## config.mk

```make
export PLATFORM = sky130hd
export DESIGN_NAME = vrf_wb_seq
export DESIGN_NICKNAME = d
export VERILOG_FILES = /design/src/rtl/vrf_pkg.sv /design/src/rtl/vrf_wb_fifo.sv /design/src/rtl/vrf_wb_seq.sv
export SDC_FILE = /design/constraint.sdc
export NUM_CORES = 1
export LEC_CHECK = 0
export CAP_MARGIN = 10
export CORE_UTILIZATION = 29
export DETAILED_ROUTE_END_ITERATION = 7
export GPL_TIMING_DRIVEN = 0
export SYNTH_ARGS = -nofsm -noshare
export SYNTH_HDL_FRONTEND = slang
export SYNTH_HIERARCHICAL = 1
export SYNTH_SLANG_ARGS = --single-unit
```

## constraint.sdc

```tcl
create_clock -name clk_i -period 17.7 [get_ports clk_i]
set_input_delay 4.425 -clock clk_i [delete_from_list [all_inputs] [get_ports clk_i]]
set_output_delay 4.425 -clock clk_i [all_outputs]
set_load 0.02 [all_outputs]
```

## src/rtl/vrf_pkg.sv

```systemverilog
// Shared types and sizing helpers for the VRF write-back path.
// Default configuration: 4 lanes of 32-bit elements, 32 registers.
package vrf_pkg;

  function automatic int addr_bits(input int n);
    return (n > 1) ? $clog2(n) : 1;
  endfunction

  function automatic int elem_bits(input int n);
    return (n > 1) ? $clog2(n) : 1;
  endfunction

  localparam int DATA_W = 32;
  localparam int REG_N  = 32;
  localparam int LANE_N = 4;
  localparam int DEPTH  = 2;
  localparam int ADDR_W = addr_bits(REG_N);
  localparam int ELEM_W = elem_bits(LANE_N);

  typedef enum logic [1:0] {
    S_IDLE,
    S_REQ,
    S_WRITE
  } wb_state_t;

  typedef struct packed {
    logic [LANE_N*DATA_W-1:0] data;
    logic [ADDR_W-1:0]        addr;
    logic [LANE_N-1:0]        mask;
  } wb_entry_t;

endpackage

```

## src/rtl/vrf_wb_fifo.sv

```systemverilog
// Result-vector buffer for the write-back sequencer.
// Exposes the head and the entry behind it for chained transactions.
module vrf_wb_fifo
  import vrf_pkg::*;
#(
  parameter int DEPTH_P = DEPTH
) (
  input  logic      clk_i,
  input  logic      rst_i,
  input  logic      push_i,
  input  wb_entry_t din_i,
  input  logic      pop_i,
  output wb_entry_t head_o,
  output wb_entry_t nxt_o,
  output logic      nxt_valid_o,
  output logic      full_o,
  output logic      empty_o
);

  localparam int PW = $clog2(DEPTH_P);

  wb_entry_t       mem [DEPTH_P];
  logic [PW:0]     wr_ptr;
  logic [PW:0]     rd_ptr;
  logic [PW:0]     occ;
  logic [PW-1:0]   rd_nxt;

  assign occ         = wr_ptr - rd_ptr;
  assign full_o      = (occ == (PW+1)'(DEPTH_P));
  assign empty_o     = (occ == '0);
  assign nxt_valid_o = (occ > (PW+1)'(1));
  assign rd_nxt      = rd_ptr[PW-1:0] + 1'b1;
  assign head_o      = mem[rd_ptr[PW-1:0]];
  assign nxt_o       = mem[rd_nxt];

  // Pointers carry a wrap bit so full and empty differ.
  always_ff @(posedge clk_i or posedge rst_i) begin
    if (rst_i) begin
      wr_ptr <= '0;
      rd_ptr <= '0;
    end else begin
      if (push_i && !full_o)
        wr_ptr <= wr_ptr + 1'b1;
      if (pop_i && !empty_o)
        rd_ptr <= rd_ptr + 1'b1;
    end
  end

  // Storage needs no reset; contents are qualified by the pointers.
  always_ff @(posedge clk_i) begin
    if (push_i && !full_o)
      mem[wr_ptr[PW-1:0]] <= din_i;
  end

endmodule

```

## src/rtl/vrf_wb_seq.sv

```systemverilog
// Write-back sequencer: buffers lane result vectors and
// serialises each one into the banked VRF write protocol.
module vrf_wb_seq
  import vrf_pkg::*;
#(
  parameter  int DATA_WIDTH = DATA_W,
  parameter  int REG_NUM    = REG_N,
  parameter  int LANES      = LANE_N,
  parameter  int FIFO_DEPTH = DEPTH,
  localparam int ADDR_B     = addr_bits(REG_NUM),
  localparam int ELEM_B     = elem_bits(LANES)
) (
  input  logic                        clk_i,
  input  logic                        rst_i,
  input  logic                        res_valid_i,
  output logic                        res_ready_o,
  input  logic [LANES*DATA_WIDTH-1:0] res_data_i,
  input  logic [ADDR_B-1:0]           res_addr_i,
  input  logic [LANES-1:0]            res_mask_i,
  output logic                        wr_req_o,
  output logic                        wr_en_o,
  output logic                        wr_ready_o,
  output logic [ADDR_B-1:0]           wr_addr_o,
  output logic [ELEM_B-1:0]           wr_elem_cnt_o,
  output logic [DATA_WIDTH-1:0]       wdata_o,
  output logic                        wb_busy_o,
  output logic                        wb_done_o
);

  localparam logic [ELEM_B-1:0] LAST = ELEM_B'(LANES - 1);

  wb_state_t         state;
  wb_state_t         state_nxt;
  logic [ELEM_B-1:0] cnt;
  logic [ELEM_B-1:0] cnt_nxt;
  logic              done_q;
  logic              full;
  logic              empty;
  logic              nxt_valid;
  logic              push;
  logic              pop;
  logic              act;
  wb_entry_t         in_entry;
  wb_entry_t         head;
  wb_entry_t         nxt;

  assign in_entry = '{
    data: res_data_i,
    addr: res_addr_i,
    mask: res_mask_i
  };

  assign push        = res_valid_i && !full;
  assign res_ready_o = !full;

  vrf_wb_fifo #(
    .DEPTH_P (FIFO_DEPTH)
  ) u_fifo (
    .clk_i       (clk_i),
    .rst_i       (rst_i),
    .push_i      (push),
    .din_i       (in_entry),
    .pop_i       (pop),
    .head_o      (head),
    .nxt_o       (nxt),
    .nxt_valid_o (nxt_valid),
    .full_o      (full),
    .empty_o     (empty)
  );

  // State, element counter and retire pulse registers.
  always_ff @(posedge clk_i or posedge rst_i) begin
    if (rst_i) begin
      state  <= S_IDLE;
      cnt    <= '0;
      done_q <= 1'b0;
    end else begin
      state  <= state_nxt;
      cnt    <= cnt_nxt;
      done_q <= pop;
    end
  end

  // Next state; an all-masked head retires without VRF traffic,
  // and a ready cycle chains straight into the next request.
  always_comb begin
    state_nxt = state;
    cnt_nxt   = cnt;
    pop       = 1'b0;
    unique case (state)
      S_IDLE: begin
        if (!empty) begin
          if (head.mask != '0)
            state_nxt = S_REQ;
          else
            pop = 1'b1;
        end
      end
      S_REQ: begin
        state_nxt = S_WRITE;
        cnt_nxt   = '0;
      end
      S_WRITE: begin
        cnt_nxt = cnt + 1'b1;
        if (cnt == LAST) begin
          pop = 1'b1;
          if (nxt_valid && nxt.mask != '0)
            state_nxt = S_REQ;
          else
            state_nxt = S_IDLE;
        end
      end
      default: state_nxt = S_IDLE;
    endcase
  end

  // VRF-side outputs, forced to zero outside a transaction.
  always_comb begin
    act           = (state == S_REQ) || (state == S_WRITE);
    wr_req_o      = (state == S_REQ);
    wr_en_o       = 1'b0;
    wr_ready_o    = 1'b0;
    wr_addr_o     = '0;
    wr_elem_cnt_o = '0;
    wdata_o       = '0;
    if (state == S_WRITE) begin
      wr_en_o    = head.mask[cnt];
      wr_ready_o = (cnt == LAST);
    end
    if (act) begin
      wr_addr_o     = head.addr;
      wr_elem_cnt_o = cnt;
      wdata_o       = head.data[cnt*DATA_WIDTH +: DATA_WIDTH];
    end
  end

  assign wb_busy_o = !empty || (state != S_IDLE);
  assign wb_done_o = done_q;

endmodule

```

==> impl_results.md <==
* Worst slew pin tran at between 0.7 and 0.8 ns
* Remaining global-route overflow at 0
* WS Path Type: flip-flop to output port
* Crit path buf inv count at 4
* Critical-path cell list: buf_4 -> buf_6 -> buf_6 -> mux2_2 -> mux4_2 -> and2_1 -> clkdlybuf4s50_1
* DIE AREA at just over 0.04 mm^2
* Setup crit start kind: flip-flop
* Clock slew at reported path FFs at 0.06 ns
* Initial Util at just under 30%
* PD cells at 179 mW/mm^2
* Crit path max-delay family: buffers and inverters
* Status: finished, final reports clean
* Critical path arrival at roughly 3.1 ns
* Yosys warns at 6
* Critical Path Sink Type: output port
* Critical Path RT at between 10 and 15 ns
* Core Footprint at 0.0397 mm^2
* First-pass iteration count of the detailed router at 4
* Cells after Synth at 578
* Setup Skew at between 0.01 and 0.015 ns
* CTS tree: done
* Nets at approximately 960
* Filler cells at around 3700
* Die X at slightly above 200 um
* Vias in the first global route at about 6500
* Fin area at approximately 0.015 mm^2
* Io pins at around 190
* Crit path top cell by count: buf_6
* Height of the die at just over 200 um
* CP max FO at 10
* Mapped Area at about 0.012 mm^2
* TritonCTS buffer count at 35
* PostCTS Resize Cnt at 0
* Post-DRT Antenna Nets at 0
* Peak VDD IR at roughly 0.086 mV
* Slack of the critical path at around 10 ns
* Layout cells sized above 1 at 31.0%
* Post-Syn Nets at ~720
* First-pass GRT wire length at approximately 40 mm
* Fin crit period at about 7.5 ns
* Setup WS pre-CTS at ~11 ns
* Max-cap viol count at 0
* FP Rows at between 70 and 80
* Drt total wl at around 28 mm
* Clk sinks at 283
* Max-slew violations at 0
* Skew-Pair Late Insertion Delay at about 0.52 ns
* GRT Overall Usage at between 10% and 20%
* Wirelength per Cell at 20.6 um
* Vias at approximately 6000
* Post-CTS Setup Repair Bufs at 0
* H-tree depth at 2
* Final core occ at between 30% and 40%
* Initial antenna violation count at 3
* Final Hold Vio Count at 0
* Total power at between 2000 and 3000 uW
* Slowest cell delay on critical path at roughly 0.6 ns
* Largest net degree at the start of global routing at 31
* Final setup TNS at 0 ns
* Relative slew slack at ~47%
* Worst path slowest cell: clkdlybuf4s50_1
* Root Buffer: clkbuf_16
* Static Leak at 0.00509 uW
* CTS Hold Bufs at 0
* PortBufs at 184
* Area Overhead vs Synth at 32.2%
* Synth Area per Inst at between 20 and 25 um^2
* Crit share post-route at between 40% and 50%
* Detailed placement HPWL at 18.3 mm
* Area after DPL at 0.0144 mm^2
* Type of the most critical hold path: flip-flop to flip-flop
* Fmax at between 100 and 150 MHz
* Remaining DRCs at 0
* Vias per cell at 4.42
* RSZ-0062 raised after global routing: false
* Routability cong. at approximately 0.74
* Final setup fails at 0
* Longest Clk Path Bufs at 3
* DRT iter0 DRCs at 246
==> worst register-to-register path: stages, from the launching register on <==
cell     delay (ns)
dfrtp_1        0.44
inv_1          0.07
ha_1           0.35
inv_1          0.15
nor2_1         0.11
nor2b_1        0.19
nand2_1        0.16
nor2_4         0.66
buf_12         0.29
buf_12         0.22
==> where the power goes <==
part | switching (uW) | total (uW) | internal, uW
combinational | 568 | 1100 | 530
sequential | 42.0 | 1020 | 975
clock | 266 | 647 | 381
==> through the flow <==
step | hold WS (ns) | instances
6_report | 0.585 | 1359
5_1_grt | 0.589 | 1357
3_3_place_gp | 0.513 | 1287
4_1_cts | 0.577 | 1357
3_5_place_dp | 0.572 | 1297
2_1_floorplan | 0.488 | 578
==> sequential cells by signal, summed over array words and instances (netlist names) <==
register and flops:
state 2, cnt 2, u_fifo/rd_ptr 2, u_fifo/mem 274, wb_done_o 1, u_fifo/wr_ptr 2
==> path summary, 6_finish.rpt <==
kind	from	to	slack [ns]	cells past startpoint
worst max-delay path	u_fifo/rd_ptr[0]	wdata_o[30]	10.19	7
worst min-delay path	u_fifo/wr_ptr[0]	u_fifo/wr_ptr[0]	0.59	1
worst max register to register	u_fifo/wr_ptr[0]	u_fifo/mem[1][79]	14.73	9
worst min register to register	u_fifo/wr_ptr[0]	u_fifo/wr_ptr[0]	0.59	1
max in group asynchronous	rst_i	state[0]	13.35	2
min in group asynchronous	rst_i	u_fifo/wr_ptr[0]	4.12	2
==> area by class of cell <==
class / count / area [um^2] / area share [%]
Clock inverter: 14 / 73.8 / 0.479
Inverter: 10 / 37.5 / 0.244
Clock buffer: 46 / 960 / 6.23
Antenna cell: 2 / 5.00 / 0.0325
Timing Repair Buffer: 194 / 2040 / 13.2
Tap cell: 525 / 657 / 4.26
Buffer: 30 / 260 / 1.69
Multi-Input combinational cell: 255 / 2920 / 19.0
Sequential cell: 283 / 8450 / 54.8
==> metal layers <==
layer | global-route usage [%] | wire, um | part of all wire, %
met2 | 23.0 | 13800 | 49
met4 | 4.67 | 598 | 2.1
met1 | 17.8 | 12200 | 43
met5 | 0 | 18 | 0.064
met3 | 3.45 | 1420 | 5.1
==> cell usage in the layout, fill, tap and decap left out, types with 9 or more instances in the layout <==
| cell type | count |
|---|---|
| and2_1 | 41 |
| clkdlybuf4s50_1 | 184 |
| inv_1 | 10 |
| mux4_2 | 32 |
| buf_12 | 10 |
| mux2_2 | 141 |
| edfxtp_1 | 274 |
| clkbuf_1 | 13 |
| dfrtp_1 | 9 |
| buf_6 | 18 |
| clkbuf_16 | 37 |
(Power assumes the default switching activity.)
